## config.mk

```make
export PLATFORM = sky130hd
export DESIGN_NAME = alu_arbiter
export DESIGN_NICKNAME = d
export VERILOG_FILES = /design/src/rtl/alu_pkg.sv /design/src/rtl/alu_core.sv /design/src/rtl/alu_arbiter.sv
export SDC_FILE = /design/constraint.sdc
export NUM_CORES = 1
export LEC_CHECK = 0
export CAP_MARGIN = 40
export CORE_UTILIZATION = 45
export CTS_CLUSTER_DIAMETER = 80
export DETAILED_ROUTE_END_ITERATION = 7
export GPL_TIMING_DRIVEN = 0
export PLACE_DENSITY_LB_ADDON = 0.1
export RECOVER_POWER = 50
export SLEW_MARGIN = 20
export SYNTH_ARGS = -nofsm -noshare
export SYNTH_HDL_FRONTEND = slang
export SYNTH_HIERARCHICAL = 1
export SYNTH_SLANG_ARGS = --single-unit
export TNS_END_PERCENT = 100
```

## constraint.sdc

```tcl
create_clock -name clk -period 9.2 [get_ports clk]
set_clock_uncertainty 0.15 [all_clocks]
set_input_delay 1.38 -clock clk [delete_from_list [all_inputs] [get_ports clk]]
set_output_delay 1.38 -clock clk [all_outputs]
set_load 0.005 [all_outputs]
```

## src/rtl/alu_pkg.sv

```systemverilog
// Shared ALU definitions: op-code constants and the default datapath width.
package alu_pkg;

  localparam int ALU_WIDTH = 32;

  localparam logic [3:0] ALU_AND = 4'b0000;
  localparam logic [3:0] ALU_OR  = 4'b0001;
  localparam logic [3:0] ALU_ADD = 4'b0010;
  localparam logic [3:0] ALU_SUB = 4'b0110;
  localparam logic [3:0] ALU_SLT = 4'b0111;
  localparam logic [3:0] ALU_NOR = 4'b1100;

endpackage

```

## src/rtl/alu_core.sv

```systemverilog
// Combinational ALU: a, b, op -> result/zero/err; no latency, no flow control.
module alu_core
  import alu_pkg::*;
#(
  parameter int WIDTH = ALU_WIDTH
) (
  input  logic [WIDTH-1:0] a,
  input  logic [WIDTH-1:0] b,
  input  logic [3:0]       op,
  output logic [WIDTH-1:0] result,
  output logic             zero,
  output logic             err
);

  logic lt;

  assign lt = $signed(a) < $signed(b);

  always_comb begin
    result = '0;
    err    = 1'b0;
    case (op)
      ALU_AND: result = a & b;
      ALU_OR:  result = a | b;
      ALU_ADD: result = a + b;
      ALU_SUB: result = a - b;
      ALU_SLT: result = {{(WIDTH-1){1'b0}}, lt};
      ALU_NOR: result = ~(a | b);
      default: err = 1'b1;
    endcase
  end

  assign zero = (result == '0);

endmodule

```

## src/rtl/alu_arbiter.sv

```systemverilog
// Round-robin share of one ALU between two requesters; result registered (1 cycle).
// Grants only when the output slot is empty or draining; a stalled consumer holds both readys low.
module alu_arbiter
  import alu_pkg::*;
#(
  parameter int WIDTH = ALU_WIDTH
) (
  input  logic             clk,
  input  logic             reset,
  input  logic             req0_valid,
  output logic             req0_ready,
  input  logic [WIDTH-1:0] req0_a,
  input  logic [WIDTH-1:0] req0_b,
  input  logic [3:0]       req0_op,
  input  logic             req1_valid,
  output logic             req1_ready,
  input  logic [WIDTH-1:0] req1_a,
  input  logic [WIDTH-1:0] req1_b,
  input  logic [3:0]       req1_op,
  output logic             rsp_valid,
  input  logic             rsp_ready,
  output logic             rsp_id,
  output logic [WIDTH-1:0] rsp_result,
  output logic             rsp_zero,
  output logic             rsp_err
);

  logic             last_grant;
  logic             slot_free;
  logic             pick1;
  logic             grant0;
  logic             grant1;
  logic             grant;
  logic [WIDTH-1:0] alu_a;
  logic [WIDTH-1:0] alu_b;
  logic [3:0]       alu_op;
  logic [WIDTH-1:0] alu_result;
  logic             alu_zero;
  logic             alu_err;

  assign slot_free = !rsp_valid || rsp_ready;

  // Requester 1 wins when alone, or on a tie when requester 0 was served last.
  assign pick1  = req1_valid && (!req0_valid || !last_grant);
  assign grant0 = !reset && slot_free && req0_valid && !pick1;
  assign grant1 = !reset && slot_free && pick1;
  assign grant  = grant0 || grant1;

  assign req0_ready = grant0;
  assign req1_ready = grant1;

  assign alu_a  = pick1 ? req1_a  : req0_a;
  assign alu_b  = pick1 ? req1_b  : req0_b;
  assign alu_op = pick1 ? req1_op : req0_op;

  alu_core #(.WIDTH(WIDTH)) u_alu_core (
    .a      (alu_a),
    .b      (alu_b),
    .op     (alu_op),
    .result (alu_result),
    .zero   (alu_zero),
    .err    (alu_err)
  );

  always_ff @(posedge clk or posedge reset) begin
    if (reset) begin
      rsp_valid  <= 1'b0;
      rsp_id     <= 1'b0;
      rsp_result <= '0;
      rsp_zero   <= 1'b0;
      rsp_err    <= 1'b0;
      last_grant <= 1'b1;
    end else if (grant) begin
      rsp_valid  <= 1'b1;
      rsp_id     <= grant1;
      rsp_result <= alu_result;
      rsp_zero   <= alu_zero;
      rsp_err    <= alu_err;
      last_grant <= grant1;
    end else if (rsp_ready) begin
      rsp_valid  <= 1'b0;
    end
  end

endmodule

```

==> results.txt <==
- The count of final hold-check violations is 0.
* DRT antenna net count: 0
* Fraction of layout instances using a drive strength above 1: 0.137
- Drt drc: 20
- The share of synthesized area in the top cell type comes to 0.153.
* Total via count in the routed design: 9610
* Via count normalized by instance count: 6.48
- Global placement routability congestion: 1.02
- Area of the die: 19100 um^2
- Worst hold path cell count: 1
- The floorplan step set the die height to 138 um.
* Number of slew-limit violations in the final report: 0
* Vias in the first global route: 9345
* Cell type contributing the most total cell area after synthesis: ha_1
- At the worst endpoint, the required time is 9.28 ns.
- Counting along the longest clock path gives a buffer depth of 2.
- Worst reg2reg setup slack: 3.17 ns
* Die X: 138 um
- After detailed routing, the average wire length per cell comes to 23.7 um.
* Worst IR drop on VDD: 0.000142 V
- In this run the critical register-to-register path is captured at rsp_zero.
- TritonCTS built the clock tree.
- Detailed-routing iteration count for the pre-antenna-repair pass: 8
- Dpl hpwl: 27.6 mm
* Outcome: complete, but fails checks
- Post-CTS repair changed the size of 0 cells.
* Setup bufs post-CTS: 0
- Setup TNS: 0 ns
- Number of distinct library cell variants in the gate-level netlist after synthesis: 88
- # setup viols final: 0
* Final routed wirelength across all metal layers: 35.2 mm
* Power after layout: 1580 uW
* Number of H-tree branching levels: 2
* Minimum clock period after layout: 7.41 ns
- The first global-routing pass estimated 53.7 mm of wire.
- The initial antenna violation count was 0.
- In this run the critical register-to-register path is launched from last_grant.
- Sinks on Clock Net: 37
- The critical path is of the in2reg type.
- From synthesis to final layout, the design area changed by 27.4%.
* Ratio of final minimum period to clock period: 0.805
- Setup repair after global routing left no endpoint under its margin.
- In this run the tightest slew margin relative to its limit is 0.0890.
* Hold EP: rsp_id
- 179 I/O pins were placed.
- The first routing iteration left 964 violations.
- P per Cell Area: 149 nW/um^2
- Cell area after synthesis: 8340 um^2
* Flops & latches, synth: 37
- Across every metal layer, demand over resource in global routing totals 0.364.
* Tightest Hold Check Type: reg2reg
- After the last flow step, the layout net total stands at 1497.
- The checks that failed: design-rule violations.
- Critical path launch point: req0_valid
* Largest cells by area after synthesis: ha_1 (15%), dfrtp_1 (11%), mux2_2 (10%)
* Placeable core area: 18100 um^2
- Starting utilization of the core area: 0.461
* Worst Reg2Reg Path Length in Cells: 16
- Number of antenna repair diodes: 0
* Syn Inst Count: 1061
* Arrival @ worst endpoint: 7.49 ns
- In this run the worst path has a maximum fanout of 10.
- Synthesis produced a netlist with a net count of 1306.
- Leak pwr: 0.00455 uW
* Post-synthesis async set-or-reset flop share: 1.00
- FMAX: 135 MHz
* Root Driver: clkbuf_16
- The number of hold buffers added after CTS was 0.
- For this run, the register share of the synthesized area comes to 0.111.
* Worst min-delay path startpoint: rsp_id
- The average instance in the mapped netlist occupies 7.86 um^2.
* IO buf count: 178
- Endpoint class of the critical path: flip-flop
* Worst setup SP type: input port
* Clock-pin slew on the worst setup and hold paths: 0.06 ns
- GRT overflow: 0
- For this run, the leading register cell type out of synthesis is dfrtp_1.
- Post-synth EDFFs: 0
- Actual slew at the worst max-slew pin: 1.37 ns
* Maximum number of pins on one net before global-route repair: 25
- Number of violations of the max-capacitance limit: 0
* Number of clock buffers inserted by TritonCTS: 5
- The floorplan has 49 rows.
* Clock insertion delay at the later pin of the skew report: 0.29 ns
- Yosys printed 6 warnings.
[Yosys cell counts (all sizes together), types with 17 or more instances]
| cell | instances |
|---|---|
| nor2 | 71 |
| nand2 | 62 |
| a21oi | 86 |
| ha | 102 |
| o22ai | 19 |
| nor3 | 26 |
| clkbuf | 38 |
| nand3 | 26 |
| buf | 26 |
| a22oi | 30 |
| dfrtp | 36 |
| inv | 98 |
| mux2 | 104 |
| nor4 | 17 |
| o21ai | 57 |
| o31ai | 18 |
| a211oi | 20 |
[area by class of cell]
| cell class | instances | area [um^2] |
|---|---|---|
| sequential | 37 | 927 |
| clock inverter | 1 | 30.0 |
| clock buffer | 7 | 143 |
| multi-input combinational | 862 | 6720 |
| inverter | 98 | 368 |
| tap | 229 | 287 |
| timing repair buffer | 184 | 1820 |
| buffer | 64 | 337 |
| fill | 1725 | 7460 |
[report_power, final]
group	leakage [uW]	internal (uW)	total, uW	switching (uW)
Sequential	0.000470	215	245	30.4
Combinational	0.00400	486	1130	648
Clock	0.0000841	136	204	68.6
Total	0.00455	837	1580	747
[per-stage QoR]
stage               utilization  instances  instance area (um^2)  hold slack [ns]  setup slack [ns]
floorplan                     -       1061                  8340            0.324              3.63
global placement          0.576       1468                 10400            0.313              1.71
detailed placement        0.578       1471                 10500            0.320              1.72
CTS                       0.588       1479                 10600            0.332              2.00
global route              0.588       1482                 10600            0.359              1.60
finish                    0.588       1482                 10600            0.325              1.79
[worst max-delay path: stages]
cell and delay [ns]:
dlygate4sd3_1 0.62, a21boi_4 0.30, buf_4 0.28, mux2_2 0.35, clkbuf_1 0.23, or3b_2 0.28
clkbuf_1 0.47, clkbuf_1 0.71, nor3_1 0.09, a311o_1 0.33, a2111oi_0 0.74, nand4b_1 0.21
nor4_1 0.50, nand4_1 0.18, or4_1 0.52, nor2_1 0.12, mux2_4 0.15
[flip-flops by register name (all words and copies together) (netlist names)]
signal      count
rsp_err         1
rsp_zero        1
last_grant      1
rsp_result     32
rsp_id          1
rsp_valid       1
[worst max path at each step]
stage / to / slack (ns) / cells past startpoint
final: rsp_zero / 1.79 / 17
after global routing: rsp_zero / 1.60 / 18
after CTS: rsp_zero / 2.00 / 17
after detailed placement: rsp_zero / 1.72 / 17
after global placement: rsp_zero / 1.71 / 17
after floorplan: rsp_zero / 3.63 / 18
[routing by layer]
metal / global-route usage / routed length [um] / share of wire
met4: 0.208 / 2070 / 0.059
met3: 0.0509 / 3050 / 0.087
met2: 0.604 / 16100 / 0.46
met5: 0 / 0 / 0
met1: 0.453 / 13900 / 0.40
[cell usage in the layout, fill, tap and decap left out, types with 36 or more instances in the layout]
| cell | count |
|---|---|
| nor2_1 | 69 |
| nand2_1 | 62 |
| inv_1 | 98 |
| dfrtp_1 | 36 |
| o21ai_0 | 56 |
| a21oi_1 | 86 |
| mux2_2 | 74 |
| clkbuf_1 | 40 |
| clkdlybuf4s50_1 | 159 |
| ha_1 | 102 |
[cells by family (layout without fill, tap and decap cells)]
logic type | after synthesis | after routing | share of synthesized area
flops | 37 | 37 | 0.111
compound gates | 374 | 374 | 0.320
buf+inv | 162 | 354 | 0.0844
xor+xnor | 3 | 3 | 0.00315
mux | 108 | 108 | 0.159
simple gates | 273 | 273 | 0.164
fa+ha+maj | 104 | 104 | 0.158
No activity file was read; power rests on OpenSTA's default activity.
